`config.mk`:
```
export PLATFORM = sky130hd
export DESIGN_NAME = uart_rx_core
export DESIGN_NICKNAME = d
export VERILOG_FILES = /design/src/rtl/uart_rx_core.sv
export SDC_FILE = /design/constraint.sdc
export NUM_CORES = 1
export LEC_CHECK = 0
export CORE_MARGIN = 2
export CORE_UTILIZATION = 56
export CTS_CLUSTER_DIAMETER = 80
export DETAILED_ROUTE_END_ITERATION = 10
export PLACE_DENSITY_LB_ADDON = 0.05
export SLEW_MARGIN = 5
export SYNTH_ARGS = -nofsm -noshare
export SYNTH_HDL_FRONTEND = slang
export SYNTH_SLANG_ARGS = --single-unit
```
`constraint.sdc`:
```
create_clock -name clk -period 2.8 [get_ports clk]
set_input_delay 0.28 -clock clk [delete_from_list [all_inputs] [get_ports clk]]
set_output_delay 0.28 -clock clk [all_outputs]
set_load 0.1 [all_outputs]
```
`src/rtl/uart_rx_core.sv`:
```
// UART receive core: oversampled start/data/parity/stop decoding with 3-sample majority vote.
// Optional saturating error counter output err_cnt, enabled by defining RX_ERR_CNT_EN.
module uart_rx_core #(
    parameter int DATA_W = 8
) (
    input  logic              clk,
    input  logic              rst,
    input  logic              RX_IN,
    input  logic              PAR_EN,
    input  logic              PAR_TYP,
    input  logic [5:0]        Prescale,
    output logic [DATA_W-1:0] P_DATA,
    output logic              data_valid,
    output logic              parity_error,
    output logic              stop_error
`ifdef RX_ERR_CNT_EN
    ,
    output logic [7:0]        err_cnt
`endif
);

    localparam int BIT_W = $clog2(DATA_W + 1);

    typedef enum logic [2:0] {
        IDLE   = 3'd0,
        START  = 3'd1,
        DATA   = 3'd2,
        PARITY = 3'd3,
        STOP   = 3'd4
    } state_t;

    state_t              state;
    state_t              state_nxt;
    logic [5:0]          edge_cnt;
    logic [BIT_W-1:0]    bit_idx;
    logic [5:0]          presc;
    logic [5:0]          half;
    logic                par_en_q;
    logic                par_typ_q;
    logic                par_err;
    logic [2:0]          samp;
    logic [DATA_W-1:0]   shift;
    logic                last_edge;
    logic                voted;

    function automatic logic maj3(input logic [2:0] s);
        return (s[0] & s[1]) | (s[0] & s[2]) | (s[1] & s[2]);
    endfunction

    function automatic logic calc_parity(input logic [DATA_W-1:0] d, input logic odd);
        return (^d) ^ odd;
    endfunction

    // Unsupported ratios fall back to 8 so a misconfigured link still decodes something sane.
    function automatic logic [5:0] eff_prescale(input logic [5:0] p);
        case (p)
            6'd16:   return 6'd16;
            6'd32:   return 6'd32;
            default: return 6'd8;
        endcase
    endfunction

    assign half      = {1'b0, presc[5:1]};
    assign last_edge = (edge_cnt == presc - 6'd1);
    assign voted     = maj3(samp);

    always_ff @(posedge clk or negedge rst) begin
        if (!rst) begin
            state <= IDLE;
        end else begin
            state <= state_nxt;
        end
    end

    always_comb begin
        state_nxt = state;
        case (state)
            IDLE: begin
                if (!RX_IN) state_nxt = START;
            end
            START: begin
                if (last_edge) state_nxt = voted ? IDLE : DATA;
            end
            DATA: begin
                if (last_edge && (bit_idx == BIT_W'(DATA_W - 1)))
                    state_nxt = par_en_q ? PARITY : STOP;
            end
            PARITY: begin
                if (last_edge) state_nxt = STOP;
            end
            STOP: begin
                if (last_edge) state_nxt = IDLE;
            end
            default: state_nxt = IDLE;
        endcase
    end

    always_ff @(posedge clk or negedge rst) begin
        if (!rst) begin
            edge_cnt     <= '0;
            bit_idx      <= '0;
            presc        <= '0;
            par_en_q     <= 1'b0;
            par_typ_q    <= 1'b0;
            par_err      <= 1'b0;
            samp         <= '0;
            shift        <= '0;
            P_DATA       <= '0;
            data_valid   <= 1'b0;
            parity_error <= 1'b0;
            stop_error   <= 1'b0;
        end else begin
            data_valid   <= 1'b0;
            parity_error <= 1'b0;
            stop_error   <= 1'b0;
            if (state == IDLE) begin
                // The detecting cycle is edge 0 of the start bit, so the count resumes at 1.
                edge_cnt <= RX_IN ? 6'd0 : 6'd1;
                bit_idx  <= '0;
                par_err  <= 1'b0;
                if (!RX_IN) begin
                    presc     <= eff_prescale(Prescale);
                    par_en_q  <= PAR_EN;
                    par_typ_q <= PAR_TYP;
                end
            end else begin
                edge_cnt <= last_edge ? 6'd0 : edge_cnt + 6'd1;
                if (edge_cnt == half - 6'd1) samp[0] <= RX_IN;
                if (edge_cnt == half)        samp[1] <= RX_IN;
                if (edge_cnt == half + 6'd1) samp[2] <= RX_IN;
                if (last_edge) begin
                    case (state)
                        DATA: begin
                            shift   <= {voted, shift[DATA_W-1:1]};
                            bit_idx <= bit_idx + BIT_W'(1);
                        end
                        PARITY: begin
                            par_err <= (voted != calc_parity(shift, par_typ_q));
                        end
                        STOP: begin
                            // A bad stop bit outranks a parity mismatch.
                            if (!voted) begin
                                stop_error <= 1'b1;
                            end else if (par_err) begin
                                parity_error <= 1'b1;
                            end else begin
                                P_DATA     <= shift;
                                data_valid <= 1'b1;
                            end
                        end
                        default: ;
                    endcase
                end
            end
        end
    end

`ifdef RX_ERR_CNT_EN
    always_ff @(posedge clk or negedge rst) begin
        if (!rst) begin
            err_cnt <= 8'd0;
        end else if ((parity_error || stop_error) && (err_cnt != 8'hFF)) begin
            err_cnt <= err_cnt + 8'd1;
        end
    end
`endif

endmodule

```
---- Word-level counts from Yosys, hierarchy flattened ----
Index checks and enable logic that the tools add are counted.
storage, ports and cells
  register bits ........................... 44
  bits of input ports ..................... 11
  word-level logic and storage cells ...... 93
cells by class
  $add $sub $neg .......................... 5
  equal/unequal tests ..................... 17
  muxes and demuxes ....................... 32
  bitwise operators ....................... 9
  reductions and logical operators ........ 15
operator list
  cell                 count
  $eq 6x6->1           3
  $mux 1               18
  $mux 3               6
  $pmux 3 s5           1
  $mux 4               3
  $mux 6               2
  $pmux 6 s2           1
  $reduce_and 2->1     6
  $ne 2x2->1 const B   5
  $reduce_and 5->1     2
  $reduce_xor 8->1     1
  $add 5x1->6 const B  1
  $add 6x1->6 const B  1
  $eq 3x2->1 const B   2
  $eq 6x5->1           1
  $eq 6x5->1 const B   1
  $eq 6x6->1 const B   1
  $reduce_bool 2->1    3
  $sub 5x1->6 const B  1
  $sub 6x1->6 const B  1
  $add 4x1->4 const B  1
  $eq 4x3->1 const B   1
  $and 1x1->1          3
  $eq 3x1->1 const B   1
  other kinds (9)      12

---- Logic depth before layout (Yosys ltp) ----
Gate-level depths: netlist (run 1).
  depth in word-level cells ............... 7
  depth in mapped cells ................... 8
  depth with buffers taken out ............ 7

---- Least setup slack after synthesis (run 1) ----
OpenSTA, ideal clock, no wires.
  path type ............................... reg-to-reg
  start ................................... reg presc[3]
  end ..................................... reg P_DATA[0]
  setup time .............................. 0.125 ns
  data arrival time ....................... 1.994 ns
  slack ................................... 0.681 ns
  cell stages (with the launch flop) ...... 8
  buffers on the path ..................... 1
  clock period less this slack ............ 2.119 ns
  path through ............................ dfrtp_1 inv_1 ha_1 xor3_1 nor4_4 and3_1 buf_6 mux2_2
on the way
  cells in the longest elaborated chain, start to end .. 3
RTL lines
  item                        RTL line  RTL
  start: declaration          36        logic [5:0] presc;
  start signal: assignment    122       presc <= eff_prescale(Prescale);
  $sub 6x1->6                 64        assign last_edge = (edge_cnt == presc - 6'd1);
  $eq 6x6->1                  64
  $reduce_and 5->1 (no line)  --
  end signal: assignment      147       P_DATA <= shift;
  end: declaration            12        output logic [DATA_W-1:0] P_DATA,
No other way between the ends.
A chain may end at the register's enable or synchronous reset.

---- Worst setup path after layout (run 1) ----
Same ends and word-level chain as after synthesis.

==> summary.txt, run 1 <==
Global route
  – Total Routing Usage GR: 18.8%
  – Met2 global-route usage: 30.5%
  – Largest net degree at the start of global routing: 42
  – Met1 usage: 24.9%
  – Total grt overflow: 0
  – Most used routing layer: met2
  – First-pass GRT wire length: 5980 um
  – Initial antenna violation count: 0
  – Vias in the first global route: 1323
  – GR Util met3: 3.65%

Finish
  – Final #Nets: 223
  – # diodes: 0
  – Area grow syn2layout: 14.3%
  – Fill cells: between 200 and 300
  – Multi-input logic area: 962 sq um
  – Share of cells above drive strength 1: 21.6%
  – Register area: 0.00103 sq mm

Power
  – Clock power frac: 38.3%
  – Reg power frac: 58.0%
  – P_leak: around 1.1 nW
  – Pwr/cell area: 441 mW/mm^2
  – Internal power: about 0.00083 W
  – Combinational Power Share: 3.6%
  – Net Switching: roughly 0.0002 W
  – Switching share of power: between 10% and 20%
  – Peak supply drop: just over 0.3 mV

Run status
  – Outcome: finished, final reports clean

Yosys
  – Seq/Total Area, Yosys: 50.1%
  – Share of synthesized flip-flops with an asynchronous set or reset: 100%
  – Most frequent cell after synthesis: dfrtp_1
  – Syn avg cell area: 11.1 sq um
  – Post-Syn Instances: 185
  – Ys Warns: 0
  – Most used DFF post-synth: dfrtp_1
  – Synth Register Bits: between 40 and 50
  – Post-synthesis cell type count: 34
  – Post-synth EDFFs: 0
  – Ranking of synthesized cells by area: dfrtp_1, mux2_2, xnor2_1
  – Post-Syn Area: 0.00205 sq mm
  – Synth area leader: dfrtp_1
  – Top cell type's share of synthesized area: 50.1%
  – Synth top cells by count: dfrtp_1, mux2_2, nor2_1
  – Post-synth net total: between 200 and 250

Clocking
  – CTS max path bufs: 2
  – Skew-Pair Late Insertion Delay: 350 ps
  – Postcts setup bufs: 0
  – Num CTS Buffers: 5
  – Clock root buffer: clkbuf_4
  – H-tree depth: 2
  – CTS Hold Bufs: 0
  – CTS tree: yes
  – CTS sink count: 41
  – Clock transition at path regs: between 100 and 150 ps
  – Resize count post-CTS: 0

STA
  – Final Setup Violations: 0
  – Worst Max-Slew Pin Slew: 875 ps
  – Rel. slew slack: roughly two fifths
  – Period utilization: 80.9%
  – Max-slew violations: 0
  – Final hold violations: 0
  – Setup Skew: roughly 13 ps
  – Fmax: 441 MHz
  – TNS Setup: 0 ps
  – RSZ-0062 raised after global routing: false
  – Hold_ws: between 30 and 40 ps
  – Crit path time final: around 2300 ps

Critical path
  – Crit path launch: presc[3]
  – Crit-path slowest cell: dfrtp_1
  – Worst path buffer plus inverter count: 1
  – Levels on crit path: 6
  – Worst setup path endpoint: P_DATA[0]
  – CP Data Required Time: 3030 ps
  – Worst Path Max Fanout: 9
  – R2R setup slack: 530 ps
  – Worst reg2reg path depth: 6
  – Element type at the critical path start: flop
  – Critical path's top delay family: simple AND/OR/NAND/NOR gates
  – Worst EP arrival: 2500 ps
  – Kind of critical path: reg2reg
  – CP endpoint kind: flop
  – Slowest stage delay, CP: 460 ps
  – CP Cell Sequence: inv_1, ha_1, xor3_1, nor4_4, and3_1, mux2_2
  – Worst r2r src: presc[3]
  – RR Endpoint: P_DATA[0]

Routing
  – Vias after detailed routing: 1362
  – WL/cell: 13.5 um
  – Vias per std cell: between 5 and 6
  – Final WL: around 3400 um
  – Initial DRT Pass Iterations: 4
  – Drc violations: 0
  – Initial DRC Count: 125
  – Final ANT Viol Nets: 0

Place
  – GPL Wtd Cong: 0.865
  – DP HPWL: 2540 um
  – PortBufs: 21

Floorplanning
  – Die Footprint: between 0.004 and 0.005 sq mm
  – Initial core utilization: 60.0%
  – Die H: 64.5 um
  – # IOs: 22
  – Row count: 21
  – Core box area: 0.00342 sq mm
  – Chip width: 64.5 um

Job
  – Max cap viols: 0

Worst hold path
  – HP Class: in2async
-- kinds of logic (layout without fill, tap and decap cells) --
kind of cell | count (synthesis) | after routing | share of synthesized area (%)
XOR/XNOR | 23 | 23 | 10.6
AO/OA/AOI/OAI | 21 | 21 | 6.17
adder cells (fa/ha/maj) | 6 | 6 | 3.54
buffers and inverters | 13 | 36 | 2.99
flip-flops | 41 | 41 | 50.1
multiplexers | 21 | 21 | 11.5
AND/OR/NAND/NOR | 60 | 60 | 15.1
-- power groups by stage --
| stage | Sequential [W] | Combinational (W) | Clock (W) |
|---|---|---|---|
| floorplan | 0.000607 | 0.0000136 | 0 |
| global placement | 0.000610 | 0.0000372 | 0 |
| detailed placement | 0.000611 | 0.0000382 | 0 |
| CTS | 0.000599 | 0.0000383 | 0.000410 |
| global route | 0.000600 | 0.0000417 | 0.000433 |
| finish | 0.000599 | 0.0000373 | 0.000396 |
-- cells in the final DEF, fill, tap and decap left out --
cell and n:
clkdlybuf4s50_1 9, o211ai_1 1, nor4_4 1, a21boi_0 1, maj3_1 1, nor2b_1 1
o22ai_1 1, nand2b_1 3, or4_1 1, nand3_1 10, nand3_2 1, o31ai_1 5
bufinv_16 1, nand2_1 12, and3_1 2, ha_1 5, xor2_1 6, buf_4 13
clkbuf_1 1, mux2_2 21, and2_1 1, xnor2_1 16, or2_2 1, nor2_1 17
nand3b_1 4, xor3_1 1, nor4_1 1, clkbuf_8 1, nor3_1 4, dfrtp_1 41
a21oi_1 4, clkbuf_4 5, buf_2 1, or3_1 1, inv_1 5, a211oi_1 1
o21ai_0 8
-- worst min path at each step --
| stage | start | end | cells after the start |
|---|---|---|---|
| 2_1_floorplan | rst | P_DATA[0] | 0 |
| 3_3_place_gp | rst | bit_idx[2] | 1 |
| 3_5_place_dp | rst | bit_idx[1] | 1 |
| 6_report | rst | bit_idx[1] | 1 |
| 5_1_grt | rst | bit_idx[1] | 1 |
| 4_1_cts | rst | bit_idx[1] | 1 |
-- layout make-up --
class | count | area share, %
Clock buffer | 7 | 2.35
Tap cell | 46 | 2.46
Timing Repair Buffer | 23 | 8.23
Multi-Input combinational cell | 131 | 41.1
Sequential cell | 41 | 43.8
Inverter | 5 | 0.801
Clock inverter | 1 | 1.28
-- flip-flops by register name (all words and copies together), names as in the netlist --
| signal | cells |
|---|---|
| par_err | 1 |
| stop_error | 1 |
| par_typ_q | 1 |
| par_en_q | 1 |
| shift | 8 |
| parity_error | 1 |
| state | 3 |
| bit_idx | 4 |
| data_valid | 1 |
| presc | 3 |
| samp | 3 |
| edge_cnt | 6 |
| P_DATA | 8 |
-- routing by layer --
layer | part of all wire, % | vias to the layer above | routed length, um
met1 | 46 | 650 | 1570
met5 | 0 | - | 0
met3 | 3.3 | 8 | 114
met4 | 1.8 | 0 | 61
met2 | 49 | 28 | 1690
li1 | - | 676 | -
-- stage by stage --
| stage | setup WS, ps | util, % | power, W | std cells | area, sq um |
|---|---|---|---|---|---|
| 2_1_floorplan | 681 | - | 0.000621 | 185 | 2050 |
| 3_3_place_gp | 585 | 66.1 | 0.000647 | 246 | 2260 |
| 3_5_place_dp | 533 | 66.1 | 0.000649 | 246 | 2260 |
| 4_1_cts | 516 | 68.6 | 0.00105 | 254 | 2340 |
| 5_1_grt | 407 | 68.6 | 0.00107 | 254 | 2340 |
| 6_report | 534 | 68.6 | 0.00103 | 254 | 2340 |
(Power assumes the default switching activity.)
==> run 2: changes to the inputs <==
==> constraint.sdc (replaced) <==
create_clock -name clk -period 2.23 [get_ports clk]
set_input_delay 0.223 -clock clk [delete_from_list [all_inputs] [get_ports clk]]
set_output_delay 0.223 -clock clk [all_outputs]
set_load 0.1 [all_outputs]
==> summary.txt, run 2 (synthesized netlist as in run 1, its figures left out) <==
Run status
  – Outcome: complete, but fails checks (was finished, final reports clean)
  – Failing checks: hold timing

Clocking
  – H-tree depth: 2 (unchanged)
  – CTS sink count: 41 (unchanged)
  – Skew-Pair Late Insertion Delay: 340 ps (was 350 ps)
  – Clock root buffer: clkbuf_4 (unchanged)
  – CTS tree: yes (unchanged)
  – Num CTS Buffers: 5 (unchanged)
  – CTS max path bufs: 2 (unchanged)
  – Clock transition at path regs: 120 ps (about the same)
  – Postcts setup bufs: 0 (unchanged)

Finish
  – # diodes: 0 (unchanged)
  – Share of cells above drive strength 1: 22.9% (was 21.6%)
  – Area grow syn2layout: 15.6% (was 14.3%)
  – Top flop regs: P_DATA: 8 flops, shift: 8 flops, edge_cnt: 6 flops (unchanged)
  – Final #Nets: 225 (was 223)
  – Commonest cells after routing, fill and taps aside: dfrtp_1, mux2_2, nor2_1 (unchanged)
  – Commonest non-fill, non-tap cell in the layout: dfrtp_1 (unchanged)

Floorplanning
  – Chip width: 64.5 um (unchanged)
  – Die Footprint: 0.00416 sq mm (unchanged)
  – Initial core utilization: 60.0% (unchanged)
  – Die H: 64.5 um (unchanged)
  – Core box area: 0.00342 sq mm (unchanged)
  – Row count: 21 (unchanged)
  – # IOs: 22 (unchanged)

Power
  – Peak supply drop: 0.311 mV (about the same)
  – Pwr/cell area: 547 mW/mm^2 (was 441 mW/mm^2)
  – P_leak: 1.07 nW (was 1.06 nW)

STA
  – TNS Setup: 0 ps (unchanged)
  – Period utilization: 94.2% (was 80.9%)
  – Max-slew violations: 0 (unchanged)
  – Final Setup Violations: 0 (unchanged)
  – Crit path time final: 2100 ps (was 2270 ps)
  – Fmax: 476 MHz (was 441 MHz)
  – RSZ-0062 raised after global routing: false (unchanged)
  – Final hold violations: 10 (was 0)
  – Hold_ws: -13.9 ps (was 32.0 ps)
  – Setup Skew: 17.6 ps (was 12.6 ps)
  – Worst Max-Slew Pin Slew: 893 ps (was 875 ps)
  – Rel. slew slack: 40.5% (was 41.6%)

Routing
  – Final WL: 3580 um (was 3440 um)
  – WL/cell: 14.0 um (was 13.5 um)
  – Vias after detailed routing: 1421 (was 1362)
  – Vias per std cell: 5.55 (was 5.36)
  – Initial DRC Count: 123 (was 125)
  – Final ANT Viol Nets: 0 (unchanged)
  – Drc violations: 0 (unchanged)
  – Initial DRT Pass Iterations: 4 (unchanged)

Critical path
  – Crit-path slowest cell: xor3_1 (was dfrtp_1)
  – CP Data Required Time: 2460 ps (was 3030 ps)
  – CP endpoint kind: flop (unchanged)
  – Worst r2r src: presc[3] (unchanged)
  – CP Cell Sequence: inv_1, ha_1, xor3_1, nor4_4, and3_2, mux2_2 (was inv_1, ha_1, xor3_1, nor4_4, and3_1, mux2_2)
  – Worst Path Max Fanout: 9 (unchanged)
  – Worst EP arrival: 2330 ps (was 2500 ps)
  – Crit path launch: presc[3] (unchanged)
  – Slowest stage delay, CP: 470 ps (was 460 ps)
  – Kind of critical path: reg2reg (unchanged)
  – R2R setup slack: 130 ps (was 530 ps)
  – Element type at the critical path start: flop (unchanged)

Global route
  – Largest net degree at the start of global routing: 42 (unchanged)
  – Vias in the first global route: 1369 (was 1323)
  – Initial antenna violation count: 0 (unchanged)
  – Total grt overflow: 0 (unchanged)
  – First-pass GRT wire length: 6170 um (was 5980 um)
  – Total Routing Usage GR: 19.3% (was 18.8%)

Place
  – PortBufs: 21 (unchanged)
  – GPL Wtd Cong: 0.863 (was 0.865)
  – DP HPWL: 2570 um (was 2540 um)

Job
  – Max cap viols: 0 (unchanged)

Worst hold path
  – HP Class: in2async (unchanged)
-- run 2: metal layers --
layer  GRT usage, %  wire [um]  share of wire [%]  vias up
met5              0          0                  0        -
met2           31.8       1780                 50       33
met4           7.98         75                2.1        0
met1           24.8       1580                 44      692
li1               -          -                  -      687
met3           4.34        144                4.0        9
-- run 2: path summary, 6_finish.rpt --
kind	cells after the start	to
max	6	P_DATA[3]
min	1	bit_idx[2]
max reg2reg	6	P_DATA[3]
min reg2reg	1	P_DATA[2]
max in group asynchronous	1	presc[4]
min in group clk	3	presc[5]
-- run 2: critical path, delay by kind of cell (launching register included) --
family	cells	cell delay [ps]
simple gates	2	540
xor+xnor	1	470
flops	1	390
mux	1	360
fa+ha+maj	1	190
buf+inv	1	60
-- run 2: what timing repair did --
item / in CTS / in global routing
setup endpoints to repair: 1 / 8
gates resized for setup: 1 / 2
hold buffers: 0 / 0
-- run 2: area by class of cell --
type | instances | area (sq um)
Timing Repair Buffer | 25 | 211
Inverter | 5 | 18.8
Sequential cell | 41 | 1030
Clock buffer | 7 | 55.1
Fill cell | 257 | 1050
Multi-Input combinational cell | 131 | 971
Tap cell | 46 | 57.6
Clock inverter | 1 | 30.0
-- run 2: through the flow --
step | util [%] | instance area, sq um | setup slack [ps] | std cells | power [W]
3_5_place_dp | 66.5 | 2270 | 5.83 | 248 | 0.000815
5_1_grt | 69.4 | 2370 | 3.33 | 256 | 0.00135
3_3_place_gp | 66.5 | 2270 | 91.2 | 248 | 0.000813
2_1_floorplan | - | 2050 | 111 | 185 | 0.000780
4_1_cts | 69.0 | 2360 | 54.9 | 256 | 0.00131
6_report | 69.4 | 2370 | 129 | 256 | 0.00130
-- run 2: power breakdown --
part,switching (W),internal [W],total (W)
sequential,0.00000586,0.000747,0.000753
clock,0.000229,0.000268,0.000497
combinational,0.0000242,0.0000225,0.0000468
total,0.000259,0.00104,0.00130
